$ cat src/rtl/pipe_pkg.sv
// Shared types for the pipeline hazard/stall controller: FSM states and the
// bundle of pipeline-register enable/flush bits.
package pipe_pkg;

  localparam int REG_W = 3;

  typedef enum logic [1:0] {
    ST_RUN     = 2'd0,
    ST_MEMWAIT = 2'd1,
    ST_HALT    = 2'd2
  } state_t;

  typedef struct packed {
    logic en_pc;
    logic en_ifid;
    logic flush_ifid;
    logic en_idex;
    logic flush_idex;
    logic en_exmem;
  } ctrl_t;

  // Branch / load-use / free-run decisions, used both in RUN and on the
  // memory-ack cycle out of MEMWAIT.
  function automatic ctrl_t run_ctrl(input logic branch_taken, input logic load_use);
    ctrl_t c;
    c = '0;
    if (branch_taken) begin
      c = '{en_pc: 1'b1, en_ifid: 1'b1, flush_ifid: 1'b1,
            en_idex: 1'b1, flush_idex: 1'b1, en_exmem: 1'b1};
    end else if (load_use) begin
      c = '{en_pc: 1'b0, en_ifid: 1'b0, flush_ifid: 1'b0,
            en_idex: 1'b1, flush_idex: 1'b1, en_exmem: 1'b1};
    end else begin
      c = '{en_pc: 1'b1, en_ifid: 1'b1, flush_ifid: 1'b0,
            en_idex: 1'b1, flush_idex: 1'b0, en_exmem: 1'b1};
    end
    return c;
  endfunction

endpackage

$ cat src/rtl/pipe_ctrl_if.sv
// Signal bundle between the pipeline datapath (master) and pipe_ctrl (slave).
// Memory handshake: the EX load/store flags act as a request held until the
// cycle in which mem_ack is high; that cycle completes the access.
interface pipe_ctrl_if
  import pipe_pkg::*;
#(
  parameter int CNT_W = 16
);
  logic [REG_W-1:0] ra_id;
  logic [REG_W-1:0] rb_id;
  logic             uses_ra_id;
  logic             uses_rb_id;
  logic [REG_W-1:0] regwrite_adr_ex;
  logic             regwrite_ex;
  logic             main_mem_read_ex;
  logic             main_mem_write_ex;
  logic             branch_taken_ex;
  logic             is_halt_ex;
  logic             mem_ack;
  logic             resume;

  logic             en_pc;
  logic             en_ifid;
  logic             flush_ifid;
  logic             en_idex;
  logic             flush_idex;
  logic             en_exmem;
  logic             halted;
  logic             mem_err;
  logic [CNT_W-1:0] stall_cycles;
  logic [CNT_W-1:0] flush_count;
  state_t           dbg_state;

  modport master (
    output ra_id, rb_id, uses_ra_id, uses_rb_id, regwrite_adr_ex, regwrite_ex,
           main_mem_read_ex, main_mem_write_ex, branch_taken_ex, is_halt_ex,
           mem_ack, resume,
    input  en_pc, en_ifid, flush_ifid, en_idex, flush_idex, en_exmem, halted,
           mem_err, stall_cycles, flush_count, dbg_state
  );

  modport slave (
    input  ra_id, rb_id, uses_ra_id, uses_rb_id, regwrite_adr_ex, regwrite_ex,
           main_mem_read_ex, main_mem_write_ex, branch_taken_ex, is_halt_ex,
           mem_ack, resume,
    output en_pc, en_ifid, flush_ifid, en_idex, flush_idex, en_exmem, halted,
           mem_err, stall_cycles, flush_count, dbg_state
  );
endinterface

$ cat src/rtl/pipe_ctrl_hazard_detect.sv
// Load-use hazard compare: a load in EX whose destination is read by the
// instruction currently in ID.
module hazard_detect
  import pipe_pkg::*;
(
  input  logic [REG_W-1:0] ra_id,
  input  logic [REG_W-1:0] rb_id,
  input  logic             uses_ra_id,
  input  logic             uses_rb_id,
  input  logic [REG_W-1:0] regwrite_adr_ex,
  input  logic             regwrite_ex,
  input  logic             main_mem_read_ex,
  output logic             load_use
);
  assign load_use = main_mem_read_ex & regwrite_ex &
                    ((uses_ra_id & (ra_id == regwrite_adr_ex)) |
                     (uses_rb_id & (rb_id == regwrite_adr_ex)));
endmodule

$ cat src/rtl/pipe_ctrl.sv
// Pipeline hazard/stall controller owning the RUN/MEMWAIT/HALT state.
// Optional saturating performance counters under `PIPE_CTRL_PERF_EN.
module pipe_ctrl
  import pipe_pkg::*;
#(
  parameter int MEM_TIMEOUT = 16,
  parameter int CNT_W       = 16
) (
  input logic        clk,
  input logic        reset,
  pipe_ctrl_if.slave bus
);
  localparam int WAIT_W = $clog2(MEM_TIMEOUT + 1);

  state_t            state_q, state_d;
  logic [WAIT_W-1:0] wait_q, wait_d;
  logic              err_q, err_d;
  ctrl_t             ctrl;
  logic              halt_raw;
  logic              load_use;
  logic              mem_op;

  assign mem_op = bus.main_mem_read_ex | bus.main_mem_write_ex;

  hazard_detect u_hazard (
    .ra_id            (bus.ra_id),
    .rb_id            (bus.rb_id),
    .uses_ra_id       (bus.uses_ra_id),
    .uses_rb_id       (bus.uses_rb_id),
    .regwrite_adr_ex  (bus.regwrite_adr_ex),
    .regwrite_ex      (bus.regwrite_ex),
    .main_mem_read_ex (bus.main_mem_read_ex),
    .load_use         (load_use)
  );

  always_ff @(posedge clk or negedge reset) begin
    if (!reset) begin
      state_q <= ST_RUN;
      wait_q  <= '0;
      err_q   <= 1'b0;
    end else begin
      state_q <= state_d;
      wait_q  <= wait_d;
      err_q   <= err_d;
    end
  end

  always_comb begin
    state_d  = state_q;
    wait_d   = wait_q;
    err_d    = err_q;
    ctrl     = '0;
    halt_raw = 1'b0;
    unique case (state_q)
      ST_RUN: begin
        if (mem_op && !bus.mem_ack) begin
          state_d = ST_MEMWAIT;
          wait_d  = WAIT_W'(1);
        end else if (bus.is_halt_ex) begin
          // Let older instructions in EX/MEM drain while HLT stays in EX.
          ctrl.en_exmem = 1'b1;
          state_d       = ST_HALT;
        end else begin
          ctrl = run_ctrl(bus.branch_taken_ex, load_use);
        end
      end
      ST_MEMWAIT: begin
        if (bus.mem_ack) begin
          ctrl    = run_ctrl(bus.branch_taken_ex, load_use);
          state_d = ST_RUN;
          wait_d  = '0;
        end else if (wait_q == WAIT_W'(MEM_TIMEOUT)) begin
          err_d   = 1'b1;
          state_d = ST_HALT;
        end else begin
          wait_d = wait_q + WAIT_W'(1);
        end
      end
      ST_HALT: begin
        halt_raw = 1'b1;
        // Bubble out the HLT in EX; PC and IF/ID already hold the next one.
        if (bus.resume && !err_q) begin
          ctrl.en_idex    = 1'b1;
          ctrl.flush_idex = 1'b1;
          state_d         = ST_RUN;
        end
      end
      default: state_d = ST_RUN;
    endcase
  end

  assign bus.en_pc      = reset & ctrl.en_pc;
  assign bus.en_ifid    = reset & ctrl.en_ifid;
  assign bus.flush_ifid = reset & ctrl.flush_ifid;
  assign bus.en_idex    = reset & ctrl.en_idex;
  assign bus.flush_idex = reset & ctrl.flush_idex;
  assign bus.en_exmem   = reset & ctrl.en_exmem;
  assign bus.halted     = reset & halt_raw;
  assign bus.mem_err    = err_q;
  assign bus.dbg_state  = state_q;

`ifdef PIPE_CTRL_PERF_EN
  logic [CNT_W-1:0] stall_q;
  logic [CNT_W-1:0] flush_q;

  always_ff @(posedge clk or negedge reset) begin
    if (!reset) begin
      stall_q <= '0;
      flush_q <= '0;
    end else begin
      if (!bus.en_pc && (stall_q != '1))     stall_q <= stall_q + CNT_W'(1);
      if (bus.flush_idex && (flush_q != '1)) flush_q <= flush_q + CNT_W'(1);
    end
  end

  assign bus.stall_cycles = stall_q;
  assign bus.flush_count  = flush_q;
`else
  assign bus.stall_cycles = {CNT_W{1'b0}};
  assign bus.flush_count  = {CNT_W{1'b0}};
`endif

endmodule

$ cat src/flat_wrapper.sv
// flat-port wrapper written by rule: the top's interface ports become plain ports
module pipe_ctrl_flat import pipe_pkg::*;
#(
  parameter int MEM_TIMEOUT = 16,
  parameter int CNT_W       = 16
)
  (clk, reset, bus_ra_id, bus_rb_id, bus_uses_ra_id, bus_uses_rb_id, bus_regwrite_adr_ex, bus_regwrite_ex, bus_main_mem_read_ex, bus_main_mem_write_ex, bus_branch_taken_ex, bus_is_halt_ex, bus_mem_ack, bus_resume, bus_en_pc, bus_en_ifid, bus_flush_ifid, bus_en_idex, bus_flush_idex, bus_en_exmem, bus_halted, bus_mem_err, bus_stall_cycles, bus_flush_count, bus_dbg_state);
  pipe_ctrl_if #(.CNT_W(CNT_W)) bus_i ();
  input logic clk;
  input logic reset;
  input wire logic [$bits(bus_i.ra_id)-1:0] bus_ra_id;
  input wire logic [$bits(bus_i.rb_id)-1:0] bus_rb_id;
  input wire logic [$bits(bus_i.uses_ra_id)-1:0] bus_uses_ra_id;
  input wire logic [$bits(bus_i.uses_rb_id)-1:0] bus_uses_rb_id;
  input wire logic [$bits(bus_i.regwrite_adr_ex)-1:0] bus_regwrite_adr_ex;
  input wire logic [$bits(bus_i.regwrite_ex)-1:0] bus_regwrite_ex;
  input wire logic [$bits(bus_i.main_mem_read_ex)-1:0] bus_main_mem_read_ex;
  input wire logic [$bits(bus_i.main_mem_write_ex)-1:0] bus_main_mem_write_ex;
  input wire logic [$bits(bus_i.branch_taken_ex)-1:0] bus_branch_taken_ex;
  input wire logic [$bits(bus_i.is_halt_ex)-1:0] bus_is_halt_ex;
  input wire logic [$bits(bus_i.mem_ack)-1:0] bus_mem_ack;
  input wire logic [$bits(bus_i.resume)-1:0] bus_resume;
  output wire logic [$bits(bus_i.en_pc)-1:0] bus_en_pc;
  output wire logic [$bits(bus_i.en_ifid)-1:0] bus_en_ifid;
  output wire logic [$bits(bus_i.flush_ifid)-1:0] bus_flush_ifid;
  output wire logic [$bits(bus_i.en_idex)-1:0] bus_en_idex;
  output wire logic [$bits(bus_i.flush_idex)-1:0] bus_flush_idex;
  output wire logic [$bits(bus_i.en_exmem)-1:0] bus_en_exmem;
  output wire logic [$bits(bus_i.halted)-1:0] bus_halted;
  output wire logic [$bits(bus_i.mem_err)-1:0] bus_mem_err;
  output wire logic [$bits(bus_i.stall_cycles)-1:0] bus_stall_cycles;
  output wire logic [$bits(bus_i.flush_count)-1:0] bus_flush_count;
  output wire logic [$bits(bus_i.dbg_state)-1:0] bus_dbg_state;
  assign bus_i.ra_id = bus_ra_id;
  assign bus_i.rb_id = bus_rb_id;
  assign bus_i.uses_ra_id = bus_uses_ra_id;
  assign bus_i.uses_rb_id = bus_uses_rb_id;
  assign bus_i.regwrite_adr_ex = bus_regwrite_adr_ex;
  assign bus_i.regwrite_ex = bus_regwrite_ex;
  assign bus_i.main_mem_read_ex = bus_main_mem_read_ex;
  assign bus_i.main_mem_write_ex = bus_main_mem_write_ex;
  assign bus_i.branch_taken_ex = bus_branch_taken_ex;
  assign bus_i.is_halt_ex = bus_is_halt_ex;
  assign bus_i.mem_ack = bus_mem_ack;
  assign bus_i.resume = bus_resume;
  assign bus_en_pc = bus_i.en_pc;
  assign bus_en_ifid = bus_i.en_ifid;
  assign bus_flush_ifid = bus_i.flush_ifid;
  assign bus_en_idex = bus_i.en_idex;
  assign bus_flush_idex = bus_i.flush_idex;
  assign bus_en_exmem = bus_i.en_exmem;
  assign bus_halted = bus_i.halted;
  assign bus_mem_err = bus_i.mem_err;
  assign bus_stall_cycles = bus_i.stall_cycles;
  assign bus_flush_count = bus_i.flush_count;
  assign bus_dbg_state = bus_i.dbg_state;
  pipe_ctrl #(.MEM_TIMEOUT(MEM_TIMEOUT), .CNT_W(CNT_W)) u_core (.clk(clk), .reset(reset), .bus(bus_i));
endmodule
$ cat config.mk
export PLATFORM = sky130hd
export DESIGN_NAME = pipe_ctrl_flat
export DESIGN_NICKNAME = d
export VERILOG_FILES = /design/src/rtl/pipe_pkg.sv /design/src/rtl/pipe_ctrl_if.sv /design/src/rtl/pipe_ctrl_hazard_detect.sv /design/src/rtl/pipe_ctrl.sv /design/src/flat_wrapper.sv
export SDC_FILE = /design/constraint.sdc
export NUM_CORES = 1
export LEC_CHECK = 0
export CAP_MARGIN = 15
export CORE_MARGIN = 8
export CORE_UTILIZATION = 27
export CTS_CLUSTER_DIAMETER = 120
export CTS_CLUSTER_SIZE = 40
export DETAILED_ROUTE_END_ITERATION = 6
export PLACE_DENSITY = 0.64
export SKIP_CTS_REPAIR_TIMING = 1
export SLEW_MARGIN = 40
export SYNTH_ARGS = -nofsm -noshare
export SYNTH_HDL_FRONTEND = slang
export SYNTH_HIERARCHICAL = 1
export SYNTH_SLANG_ARGS = --single-unit
$ cat constraint.sdc
create_clock -name clk -period 3.35 [get_ports clk]
set_clock_uncertainty 0.15 [all_clocks]
set_input_delay 1.005 -clock clk [delete_from_list [all_inputs] [get_ports clk]]
set_output_delay 1.005 -clock clk [all_outputs]
set_load 0.02 [all_outputs]
==> flow_summary.yaml <==
logic_synthesis:
  yosys.area_share.simple_pct: 14.46
  synth_top_area_cell: "buf_4"
  ys_seq_area_share_pct: 21.22
  ys.warnings.count: 6
  synthMostInstantiatedCell: "buf_4"
  synth_compound_area_share_pct: 20.82
  synth_edf_count: 0
  synthFlopType: "dfrtp_1"
  syn_area_um2: 943.4
  syn_avg_cell_area_um2: 8.423
  async_flop_share_pct: 100.0
  synth.area.mux_share_pct: 2.255
  synth_top_family_by_area: "buffers and inverters"
  ys_ff_latch: 8
  synthCells: 112
  synth_common_cells: "33 x buf_4, 8 x dfrtp_1, 8 x xnor2_1"
  yosysUniqueCellTypes: 37
  synthXorXnorAreaFrac_pct: 7.427
  synth_fa_ha_area_share_pct: 2.653
  synth_area_leaders: "buf_4 26%, dfrtp_1 21%, xnor2_1 7.4%, nor2_1 2.8%, a211oi_2 2.7%"
  synth_top_area_share_pct: 26.26
clock_tree:
  ctsRootBufferMaster: "clkbuf_4"
  htree_num_levels: 1
  cts_inserted_buffers: 3
  cts_sinks: 8
  cts_tree: "done"
  clockBufferDepth: 2
  clock_latency_ps: 250
  path_clk_slew_ps: 60
hold_path:
  min-delay-start: "u_core/bus.mem_err"
  hold_class: "flop to flop"
  holdPathStages: 1
  hold_path_end: "u_core/bus.mem_err"
sta:
  fmax_mhz: 303.9
  hold_ws_ps: 339.7
  post-route-min-period_ps: 3290
  drv_slew: 0
  setup_viol: 0
  setup_tns_ps: 0
  hold_viol: 0
  timing.final.ws_setup_ps: 59.65
  fin_crit_sh_pct: 98.22
  rsz0062_at_grt: "false"
grt:
  grt.total_usage_pct: 8.508
  grt_pass1_vias: 837
  antenna_found_initial: 0
  grt_max_degree: 15
  grt_pass1_wl_mm: 3.739
  grt.overflow.total: 0
die:
  die_area_mm2: 0.005642
  start_util_pct: 28.27
  dieWidth_um: 75.11
  core_region_area_mm2: 0.003337
  row_count: 21
  fp.dieH_um: 75.11
  io_pins: 62
cells_and_area:
  layoutNonFillerInstCount: 196
  areaGrowthSynthToFinish_pct: 35.41
  nets: 174
  antenna_cells: 0
  stdcell_area_mm2: 0.001277
  drive_gt1_share_pct: 21.33
critical_path:
  r2r_cells: 6
  rrSetupSlack_ps: 1650
  crit_arrival_ps: 2140
  worstPathMaxFanout: 2
  critPathKind: "input pin to output port"
  cp-start-kind: "input pin"
  r2r_start: "u_core/wait_q[0]"
  r2r-end: "u_core/wait_q[2]"
  end_kind: "output port"
  required_ps: 2190
detailed_routing:
  dr.pass1.iters: 4
  highest_layer: "met4"
  drtIter0Drc: 5
  wire_per_inst_um: 12.72
  num_vias: 833
  dr_wl_met2_mm: 1.113
  m1WireLength_mm: 1.019
  viasPerCell: 4.250
  wirelength_mm: 2.494
  wl_met3_um: 344
  antenna_left: 0
  drc: 0
job:
  maxCapViolations: 0
power:
  leakagePower_nw: 0.7118
  peakVddDrop_uv: 200.1
  power_density_mw_per_mm2: 420.7
place:
  place_hpwl_mm: 2.102
  port_buffers: 29
  gp_congestion: 0.7938
  place_area_mm2: 0.001222
  dp_slack_ps: -693.8
  place_inst: 193
run_status:
  status: "finished, final reports clean"
[where the power goes]
group / internal, mW / switching [mW]
Combinational: 0.134 / 0.184
Sequential: 0.118 / 0.0287
Clock: 0.0409 / 0.0318
Total: 0.293 / 0.245
[kinds of logic (layout without fill, tap and decap cells)]
group | count (synthesis) | count (layout)
AOI/OAI and AO/OA | 24 | 24
and+or+nand+nor | 25 | 25
DFF | 8 | 8
adders and majority gates | 2 | 2
buffers and inverters | 42 | 49
muxes | 2 | 2
xor gates and xnor gates | 8 | 8
other | 1 | 32
[worst max-delay path, stage by stage]
cell             delay [ps]
clkdlybuf4s50_1         520
nor2b_2                 180
buf_4                   120
o21a_1                  100
dlymetal6s2s_1          210
[sequential cells by signal, indices dropped and copies added, names as in the netlist]
| name | count |
|---|---|
| u_core/bus.dbg_state | 2 |
| u_core/bus.mem_err | 1 |
| u_core/wait_q | 5 |
[worst max-delay path by stage]
stage               slack, ps              to  cells after the start                    from
floorplan                  20       bus_en_pc                      5   bus_main_mem_write_ex
finish                     60    bus_en_exmem                      5                   reset
CTS                      -700  bus_flush_idex                      7  bus_regwrite_adr_ex[2]
global placement         -660  bus_flush_idex                      7  bus_regwrite_adr_ex[1]
detailed placement       -690  bus_flush_idex                      7  bus_regwrite_adr_ex[2]
global route                6    bus_en_exmem                      5                   reset
[area by class of cell]
cell class,count,area (um^2)
clock buffer,3,22.52
fill,365,2059
inverter,6,22.52
multi-input combinational,93,584.3
sequential,8,200.2
tap,46,57.56
timing repair buffer,40,390.4
[per-stage QoR]
stage | total power, mW | util (%)
floorplan | 0.3763 | -
global placement | 0.4679 | 36.63
detailed placement | 0.4733 | 36.63
CTS | 0.5507 | 37.31
global route | 0.5889 | 38.28
finish | 0.5374 | 38.28
[cell usage in the layout, fill, tap and decap left out, types with 2 or more instances in the layout]
cell type / n
conb_1: 32
o21bai_1: 2
a21oi_1: 2
buf_4: 13
ha_1: 2
o21ai_0: 3
o21ai_1: 2
nand2_1: 5
dlymetal6s2s_1: 15
dfrtp_1: 8
a21oi_2: 2
xnor2_1: 8
clkbuf_2: 3
nand3_1: 4
nor2_1: 7
a211oi_2: 2
clkdlybuf4s50_1: 9
nand4_1: 2
inv_1: 6
clkbuf_4: 3
[routing by layer]
layer,vias to the layer above,track usage [%]
met5,-,0
met4,0,3.261
met3,2,3.728
met2,45,14.11
met1,388,9.285
li1,398,-
No activity file was read; power rests on OpenSTA's default activity.
